`src/rtl/serial_arith_pkg.sv`:
```
// Shared defaults and state encoding for the digit-serial arithmetic blocks.
// Latency: n/a (declarations only).
// Backpressure: n/a.
package serial_arith_pkg;

  // Default operand width and digit width; N must be a multiple of W.
  localparam int N_DEF = 32;
  localparam int W_DEF = 4;

  typedef enum logic [1:0] {
    IDLE = 2'd0,
    RUN  = 2'd1,
    DONE = 2'd2
  } state_e;

endpackage

```
`src/rtl/ripple_borrow_digit.sv`:
```
// One W-bit digit of a ripple-borrow subtractor: d = a - b - bi.
// Latency: purely combinational.
// Backpressure: none.
module ripple_borrow_digit #(
  parameter int W = 4
) (
  input  logic [W-1:0] a_i,
  input  logic [W-1:0] b_i,
  input  logic         bi_i,
  output logic [W-1:0] d_o,
  output logic         bo_o
);

  // Bit-by-bit borrow chain from the digit LSB upwards.
  always_comb begin
    logic br;
    br  = bi_i;
    d_o = '0;
    for (int i = 0; i < W; i++) begin
      d_o[i] = a_i[i] ^ b_i[i] ^ br;
      br     = (~a_i[i] & b_i[i]) | (~(a_i[i] ^ b_i[i]) & br);
    end
    bo_o = br;
  end

endmodule

```
`src/rtl/serial_subtractor.sv`:
```
// Digit-serial subtractor: so = ia - ib - bi, one W-bit digit per cycle, LSB first.
// Latency: result valid N/W cycles after the accept edge.
// Backpressure: result held in DONE until out_ready; no new operands until then.
module serial_subtractor
  import serial_arith_pkg::*;
#(
  parameter int N = N_DEF,
  parameter int W = W_DEF
) (
  input  logic         clk,
  input  logic         rst_n,
  input  logic         in_valid,
  output logic         in_ready,
  input  logic [N-1:0] ia,
  input  logic [N-1:0] ib,
  input  logic         bi,
  output logic         out_valid,
  input  logic         out_ready,
  output logic [N-1:0] so,
  output logic         bo,
  output logic         ov
);

  localparam int ND = N / W;
  // A single-digit configuration still needs a 1-bit counter to be legal.
  localparam int CW = (ND > 1) ? $clog2(ND) : 1;

  state_e        state_q;
  logic [CW-1:0] cnt_q;
  logic [N-1:0]  a_q;
  logic [N-1:0]  b_q;
  logic [N-1:0]  acc_q;
  logic          br_q;
  logic          a_msb_q;
  logic          b_msb_q;
  logic [N-1:0]  so_q;
  logic          bo_q;
  logic          ov_q;
  logic          in_ready_q;
  logic          out_valid_q;

  logic [W-1:0]  dig_d;
  logic          br_d;
  logic [N-1:0]  acc_d;
  logic          last_digit;
  logic          ov_d;

  // The operand registers shift right each cycle, so the current digit is always the low W bits.
  ripple_borrow_digit #(.W(W)) u_digit (
    .a_i  (a_q[W-1:0]),
    .b_i  (b_q[W-1:0]),
    .bi_i (br_q),
    .d_o  (dig_d),
    .bo_o (br_d)
  );

  // New digit enters at the top of the accumulator; after N/W digits it holds the full difference.
  assign acc_d      = (acc_q >> W) | (N'(dig_d) << (N - W));
  assign last_digit = (cnt_q == CW'(ND - 1));
  // Overflow only from the saved sign bits and the top bit of the final digit.
  assign ov_d       = (a_msb_q != b_msb_q) && (dig_d[W-1] != a_msb_q);

  // Control FSM plus datapath registers; all outputs registered.
  always_ff @(posedge clk or negedge rst_n) begin
    if (!rst_n) begin
      state_q     <= IDLE;
      cnt_q       <= '0;
      a_q         <= '0;
      b_q         <= '0;
      acc_q       <= '0;
      br_q        <= 1'b0;
      a_msb_q     <= 1'b0;
      b_msb_q     <= 1'b0;
      so_q        <= '0;
      bo_q        <= 1'b0;
      ov_q        <= 1'b0;
      in_ready_q  <= 1'b1;
      out_valid_q <= 1'b0;
    end else begin
      case (state_q)
        IDLE: begin
          if (in_valid && in_ready_q) begin
            a_q        <= ia;
            b_q        <= ib;
            br_q       <= bi;
            a_msb_q    <= ia[N-1];
            b_msb_q    <= ib[N-1];
            cnt_q      <= '0;
            in_ready_q <= 1'b0;
            state_q    <= RUN;
          end
        end
        RUN: begin
          a_q   <= a_q >> W;
          b_q   <= b_q >> W;
          br_q  <= br_d;
          acc_q <= acc_d;
          if (last_digit) begin
            so_q        <= acc_d;
            bo_q        <= br_d;
            ov_q        <= ov_d;
            cnt_q       <= '0;
            out_valid_q <= 1'b1;
            state_q     <= DONE;
          end else begin
            cnt_q <= cnt_q + CW'(1);
          end
        end
        DONE: begin
          if (out_ready) begin
            out_valid_q <= 1'b0;
            in_ready_q  <= 1'b1;
            state_q     <= IDLE;
          end
        end
        default: begin
          out_valid_q <= 1'b0;
          in_ready_q  <= 1'b1;
          state_q     <= IDLE;
        end
      endcase
    end
  end

  assign in_ready  = in_ready_q;
  assign out_valid = out_valid_q;
  assign so        = so_q;
  assign bo        = bo_q;
  assign ov        = ov_q;

endmodule

```
`config.mk`:
```
export PLATFORM = sky130hd
export DESIGN_NAME = serial_subtractor
export DESIGN_NICKNAME = d
export VERILOG_FILES = /design/src/rtl/serial_arith_pkg.sv /design/src/rtl/ripple_borrow_digit.sv /design/src/rtl/serial_subtractor.sv
export SDC_FILE = /design/constraint.sdc
export NUM_CORES = 1
export LEC_CHECK = 0
export CORE_UTILIZATION = 45
export CTS_CLUSTER_DIAMETER = 60
export CTS_CLUSTER_SIZE = 20
export DETAILED_ROUTE_END_ITERATION = 8
export HOLD_SLACK_MARGIN = 0.05
export PLACE_DENSITY_LB_ADDON = 0.05
export RECOVER_POWER = 50
export SYNTH_ARGS = -nofsm -noshare
export SYNTH_HDL_FRONTEND = slang
export SYNTH_SLANG_ARGS = --single-unit
export TNS_END_PERCENT = 1
```
`constraint.sdc`:
```
create_clock -name clk -period 3.1 [get_ports clk]
set_clock_uncertainty 0.2 [all_clocks]
set_input_delay 0.31 -clock clk [delete_from_list [all_inputs] [get_ports clk]]
set_output_delay 0.31 -clock clk [all_outputs]
set_load 0.02 [all_outputs]
```
# [Word-level counts from Yosys, hierarchy flattened]
# Cells that the tools add are included.
[totals] regBits=140 latch_bits=0 mem_bits_rw=0 rom_bits=0 input_bits=69 word_cells=82 mem_count=0
[classes] addsub=1 multipliers=0 div_mod_pow=0 n_lt_le_gt_ge=0 n_eq_ne=8 shifts=0 muxes=19 n_bitwise=31 reduce_logical=10
[op_table] operator="32-bit case mux with 2 select lines" count=2
[op_table] operator="32-bit two-way mux" count=2
[op_table] operator="28-bit by 32-bit OR with 32-bit output" count=1
[op_table] operator="1-bit NOT" count=10
[op_table] operator="3-bit AND reduction" count=3
[op_table] operator="1-bit bitwise AND" count=8
[op_table] operator="1-bit XOR" count=8
[op_table] operator="2-bit two-way mux" count=3
[op_table] operator="3-bit two-way mux" count=2
[op_table] operator="2-bit inequality test, second input constant" count=3
[op_table] operator="1-bit case mux with 3 select lines" count=2
[op_table] operator="2-bit case mux with 3 select lines" count=1
[op_table] operator="3-bit case mux with 2 select lines" count=1
[op_table] operator="2-bit AND reduction" count=3
[op_table] operator="1-bit two-way mux" count=5
[op_table] operator="1-bit OR" count=4
[op_table] operator="3-bit by 1-bit adder with 3-bit output, second input constant" count=1
[op_table] operator="3-bit == test, second input constant" count=1
[op_table] operator="2-bit by 1-bit == test with 1-bit output, second input constant" count=1
[op_table] operator="2-bit == test, second input constant" count=1
[op_table] operator="1-bit logical AND" count=2
[op_table] operator="2-bit zero test" count=1
[op_table] operator="1-bit inequality test" count=2
[op_table] operator="1-bit case mux with 2 select lines" count=1
[op_table] operator="2-bit nonzero test" count=1

# [Longest topological paths before layout]
[logic_depth] depth_word=11 depth_mapped=10

# [Cells and area by module]
# From an unflattened synthesis, not the netlist that was laid out.
[hier_totals] hier_cells=594 area_unflattened_um2=5916.9
[by_module_without_submodules] mod="serial_subtractor" instances=1 cells_per_inst=580 area_each_um2=5799.3 seq_area_each_um2=3404.5
[by_module_without_submodules] mod="ripple_borrow_digit" instances=1 cells_per_inst=14 area_each_um2=117.6 seq_area_each_um2=0.0

# [Least setup slack after synthesis]
# Ideal clock, no wire load.
[synth_path] path_type="reg-to-reg" from="reg b_q[0]" to="reg ov_q, in the netlist ov" setup_time_ns=0.127 arrival_ns=2.172 required_ns=2.773 setup_slack_ns=0.602 path_stages_with_launch=11 n_path_buf=0 synth_period_minus_slack_ns=2.498 cell_sequence="dfrtp_1 -> inv_1 -> fa_1 -> inv_1 -> fa_1 -> fa_1 -> inv_1 -> fa_1 -> nor2b_1 -> a21oi_1 -> o21ai_0"
[synth_between] elab_chain_cells=11 elab_cells_between_ends=12 classes_between="eq/ne (1); bitwise (10); reduce/logical (1)"
[synth_lines] element="start, declared" line_no="serial_subtractor.sv:31" source="logic [N-1:0] b_q;"
[synth_lines] element="start signal, assigned" line_no="serial_subtractor.sv:84" source="b_q <= ib;"
[synth_lines] element="start signal, assigned" line_no="serial_subtractor.sv:95" source="b_q <= b_q >> W;"
[synth_lines] element="1-bit XOR" line_no="ripple_borrow_digit.sv:21" source="br = (~a_i[i] & b_i[i]) | (~(a_i[i] ^ b_i[i]) & br);"
[synth_lines] element="1-bit NOT" line_no="ripple_borrow_digit.sv:21"
[synth_lines] element="1-bit bitwise AND" line_no="ripple_borrow_digit.sv:21"
[synth_lines] element="1-bit OR (*)" line_no="ripple_borrow_digit.sv:21"
[synth_lines] element="1-bit bitwise AND (*)" line_no="ripple_borrow_digit.sv:21"
[synth_lines] element="1-bit OR (*)" line_no="ripple_borrow_digit.sv:21"
[synth_lines] element="1-bit bitwise AND (*)" line_no="ripple_borrow_digit.sv:21"
[synth_lines] element="1-bit OR (*)" line_no="ripple_borrow_digit.sv:21"
[synth_lines] element="1-bit XOR (*)" line_no="ripple_borrow_digit.sv:20" source="d_o[i] = a_i[i] ^ b_i[i] ^ br;"
[synth_lines] element="1-bit inequality test (*)" line_no="serial_subtractor.sv:61" source="assign ov_d = (a_msb_q != b_msb_q) && (dig_d[W-1] != a_msb_q);"
[synth_lines] element="1-bit logical AND (*)" line_no="serial_subtractor.sv:61"
[synth_lines] element="end signal, assigned" line_no="serial_subtractor.sv:101" source="ov_q <= ov_d;"
[synth_lines] element="end, declared" line_no="serial_subtractor.sv:38" source="logic ov_q;"
# Every way passes the cells marked *; elsewhere a longest branch is shown, timed or not.
# A chain may end at the register's enable or synchronous reset.

# [Worst setup path in the final report]
# Ends and elaborated chain as after synthesis.

==> metrics.md <==
| Metric | Value |
|---|---|
| Fin. max-slew vios | `0` |
| Slew headroom | `roughly 16%` |
| Critical path endpoint | `ov$_DFFE_PN0P_` |
| Setup crit start kind | `register` |
| Remaining Overflow, GRT | `0` |
| R2r setup slk | `about 0.43 ns` |
| Pre-CTS setup slack | `0.4507 ns` |
| DR iter-0 viols | `roughly 310` |
| Largest net degree at the start of global routing | `71` |
| Synth top area cells | `dfrtp_1 60%, nand2_1 15%, nand3_1 10%, mux2_2 5.8%, buf_2 2.2%` |
| Synth unique cells | `27` |
| CP max FO | `4` |
| Gp weighted congestion | `about 0.74` |
| Hpwl dp | `roughly 7600 microns` |
| Util after Layout | `between 60 and 70%` |
| PwrDens | `888.0 nW/um^2` |
| Drt first pass iters | `6` |
| EDFF count, synth | `0` |
| ANT cells | `0` |
| Fin crit share | `about 86%` |
| Max-Cap Viols | `0` |
| H-tree levels | `4` |
| Leak Pwr | `between 3 and 4 nW` |
| Top FF cell, synth | `dfrtp_1` |
| Synthesis-stage register bit count | `136` |
| # rows | `40` |
| # IOs | `between 100 and 150` |
| Final hold vios | `0` |
| RSZ-0062 raised after global routing | `no` |
| Design Power | `approximately 6.6 mW` |
| Clk slew on worst S/H paths | `around 0.050 ns` |
| Area leader, netlist | `dfrtp_1` |
| Post-CTS Setup Bufs | `0` |
| Initial Utilization | `46.65%` |
| HP Class | `in2reg` |
| Finished Cell Area | `7447 sq um` |
| ANT nets after route | `0` |
| R2R Path End | `ov$_DFFE_PN0P_` |
| Die X | `114.3 microns` |
| WL final | `12120 microns` |
| Post-synth ARST share | `100.0%` |
| Ys Warns | `0` |
| Die span in y | `114.3 microns` |
| Avg WL per Cell | `14.08 microns` |
| Core area | `12160 sq um` |
| Post-Syn Instances | `a little under 600` |
| Area of the multi-input gates | `2088 sq um` |
| Slew @ Worst Pin | `1.266 ns` |
| Cell Area, Synth | `5673 sq um` |
| Max Root-Sink Buffers | `2` |
| Clk root buf | `clkbuf_16` |
| Final setup fails | `0` |
| Post-placement cell area | `about 6900 sq um` |
| Setup TNS | `0 ns` |
| Worst r2r src | `b_q[0]$_DFFE_PN0P_` |
| Crit end category | `register` |
| CP required | `3.16 ns` |
| Post-synth top cells | `223 x nand2_1, 135 x dfrtp_1, 114 x nand3_1` |
| Global-route wire length before repair | `~21000 microns` |
| Top cell type's share of synthesized area | `between 50% and 60%` |
| Minimum clock period | `2.666 ns` |
| Worst setup path start | `b_q[0]$_DFFE_PN0P_` |
| Port-buffer cells | `104` |
| CTS tree | `yes` |
| Worst setup margin | `0.4339 ns` |
| Drt drc | `0` |
| Area added between synthesis and finish | `31.27%` |
| # resized after CTS | `0` |
| DR vias/cell | `5.046` |
| Antenna violations before repair | `0` |
| Register area | `3405 sq um` |
| Status | `finished, final reports clean` |
| Vias | `~4300` |
| Mapped Nets | `662` |
| CTS buffer count | `17` |
| Layout cells sized above 1 | `10.68%` |
| Total track usage | `20.51%` |
| Top-count cell post-synth | `nand2_1` |
| Crit Path Category | `reg2reg` |
| R2R depth | `10` |
| Clock Latency Late Sink | `0.41 ns` |
| Peak supply drop | `0.3748 mV` |
| Die area | `13060 sq um` |
| Vias in the first global route | `4236` |
| Final-stage net count | `between 700 and 800` |
| Arrival time at the worst endpoint | `around 2.7 ns` |
| Filler instances | `~1100` |
| Syn_area_per_cell | `9.664 sq um` |
| Clk sinks | `roughly 140` |
| Sequential element share of the synthesized area | `around three fifths` |
| FMAX | `0.3751 GHz` |
[routing by layer]
| layer | GRT usage [%] | vias up | wire length (microns) |
|---|---|---|---|
| li1 | - | 2113 | - |
| met1 | 26.48 | 2118 | 5633 |
| met2 | 32.69 | 96 | 5788 |
| met3 | 5.082 | 18 | 447 |
| met4 | 9.524 | 0 | 252 |
| met5 | 0 | - | 0 |
[cell families (layout without fill, tap and decap cells)]
family,count (synthesis),after routing,synth area share (%)
buffers and inverters,48,154,3.992
adders and majority gates,6,6,1.853
and+or+nand+nor,349,349,26.14
muxes,30,30,5.955
AOI/OAI and AO/OA,18,18,2.051
DFF,136,136,60.01
[placed cells by master, fill, tap and decap left out, drive strengths merged]
master         instances
nand2b                 1
mux2                  30
o21ai                  8
dfrtp                135
o311ai                 4
clkdlybuf4s50         90
nor2b                  2
clkbuf                29
buf                    6
nand4bb                1
fa                     4
nor2                   4
clkinvlp               2
a221o                  1
dlygate4sd3           14
ha                     2
inv                    8
clkinv                 4
dfstp                  1
nand2                223
nand3b                 1
nor4bb                 1
a21o                   1
nand3                114
bufinv                 1
nor3                   1
nor3b                  1
o22a                   1
a21oi                  3
[power by group]
| part | switching, mW | internal [mW] |
|---|---|---|
| clock network | 0.711 | 1.23 |
| logic | 1.03 | 0.871 |
| registers | 0.383 | 2.39 |
[worst max-delay path, cell delays in order (launching register included)]
cell     delay (ns)
dfrtp_1        0.36
inv_1          0.09
fa_1           0.17
inv_1          0.05
fa_1           0.38
fa_1           0.37
inv_1          0.08
fa_1           0.45
nor2b_1        0.15
a21oi_1        0.13
o21ai_0        0.08
[worst min-delay path by stage]
stage	startpoint	cells past startpoint	slack, ns	to
2_1_floorplan	rst_n	0	-0.19	a_msb_q$_DFFE_PN0P_
3_3_place_gp	rst_n	1	0.09	so[18]$_DFFE_PN0P_
3_5_place_dp	rst_n	1	0.09	acc_q[19]$_DFFE_PN0P_
4_1_cts	ib[28]	3	0.20	b_q[28]$_DFFE_PN0P_
5_1_grt	ia[30]	3	0.23	a_q[30]$_DFFE_PN0P_
6_report	ib[28]	3	0.22	b_q[28]$_DFFE_PN0P_
[sequential cells by signal, indices dropped and copies added, names as in the netlist]
| register | count |
|---|---|
| a_q | 32 |
| b_q | 32 |
| so | 32 |
| acc_q | 28 |
| cnt_q | 3 |
| state_q | 2 |
| a_msb_q | 1 |
| b_msb_q | 1 |
| bo | 1 |
| br_q | 1 |
| in_ready | 1 |
| out_valid | 1 |
| ov | 1 |
[timing repair]
| action | in CTS | in global routing |
|---|---|---|
| hold endpoints to repair | 50 | 0 |
| hold buffers | 1 | 0 |
| setup endpoints to repair | 0 | 0 |
[layout make-up]
type,count,area share (%)
clock buffer,25,6.922
clock inverter,7,0.8737
inverter,8,0.4032
multi-input combinational,403,28.04
sequential,136,45.72
tap,168,2.823
timing repair buffer,114,15.22
[stage by stage]
step | std cells | hold WS (ns)
floorplan | 587 | -0.1856
global placement | 828 | 0.09097
detailed placement | 828 | 0.09077
CTS | 861 | 0.2034
global route | 861 | 0.2341
finish | 861 | 0.2209
(Power assumes the default switching activity.)
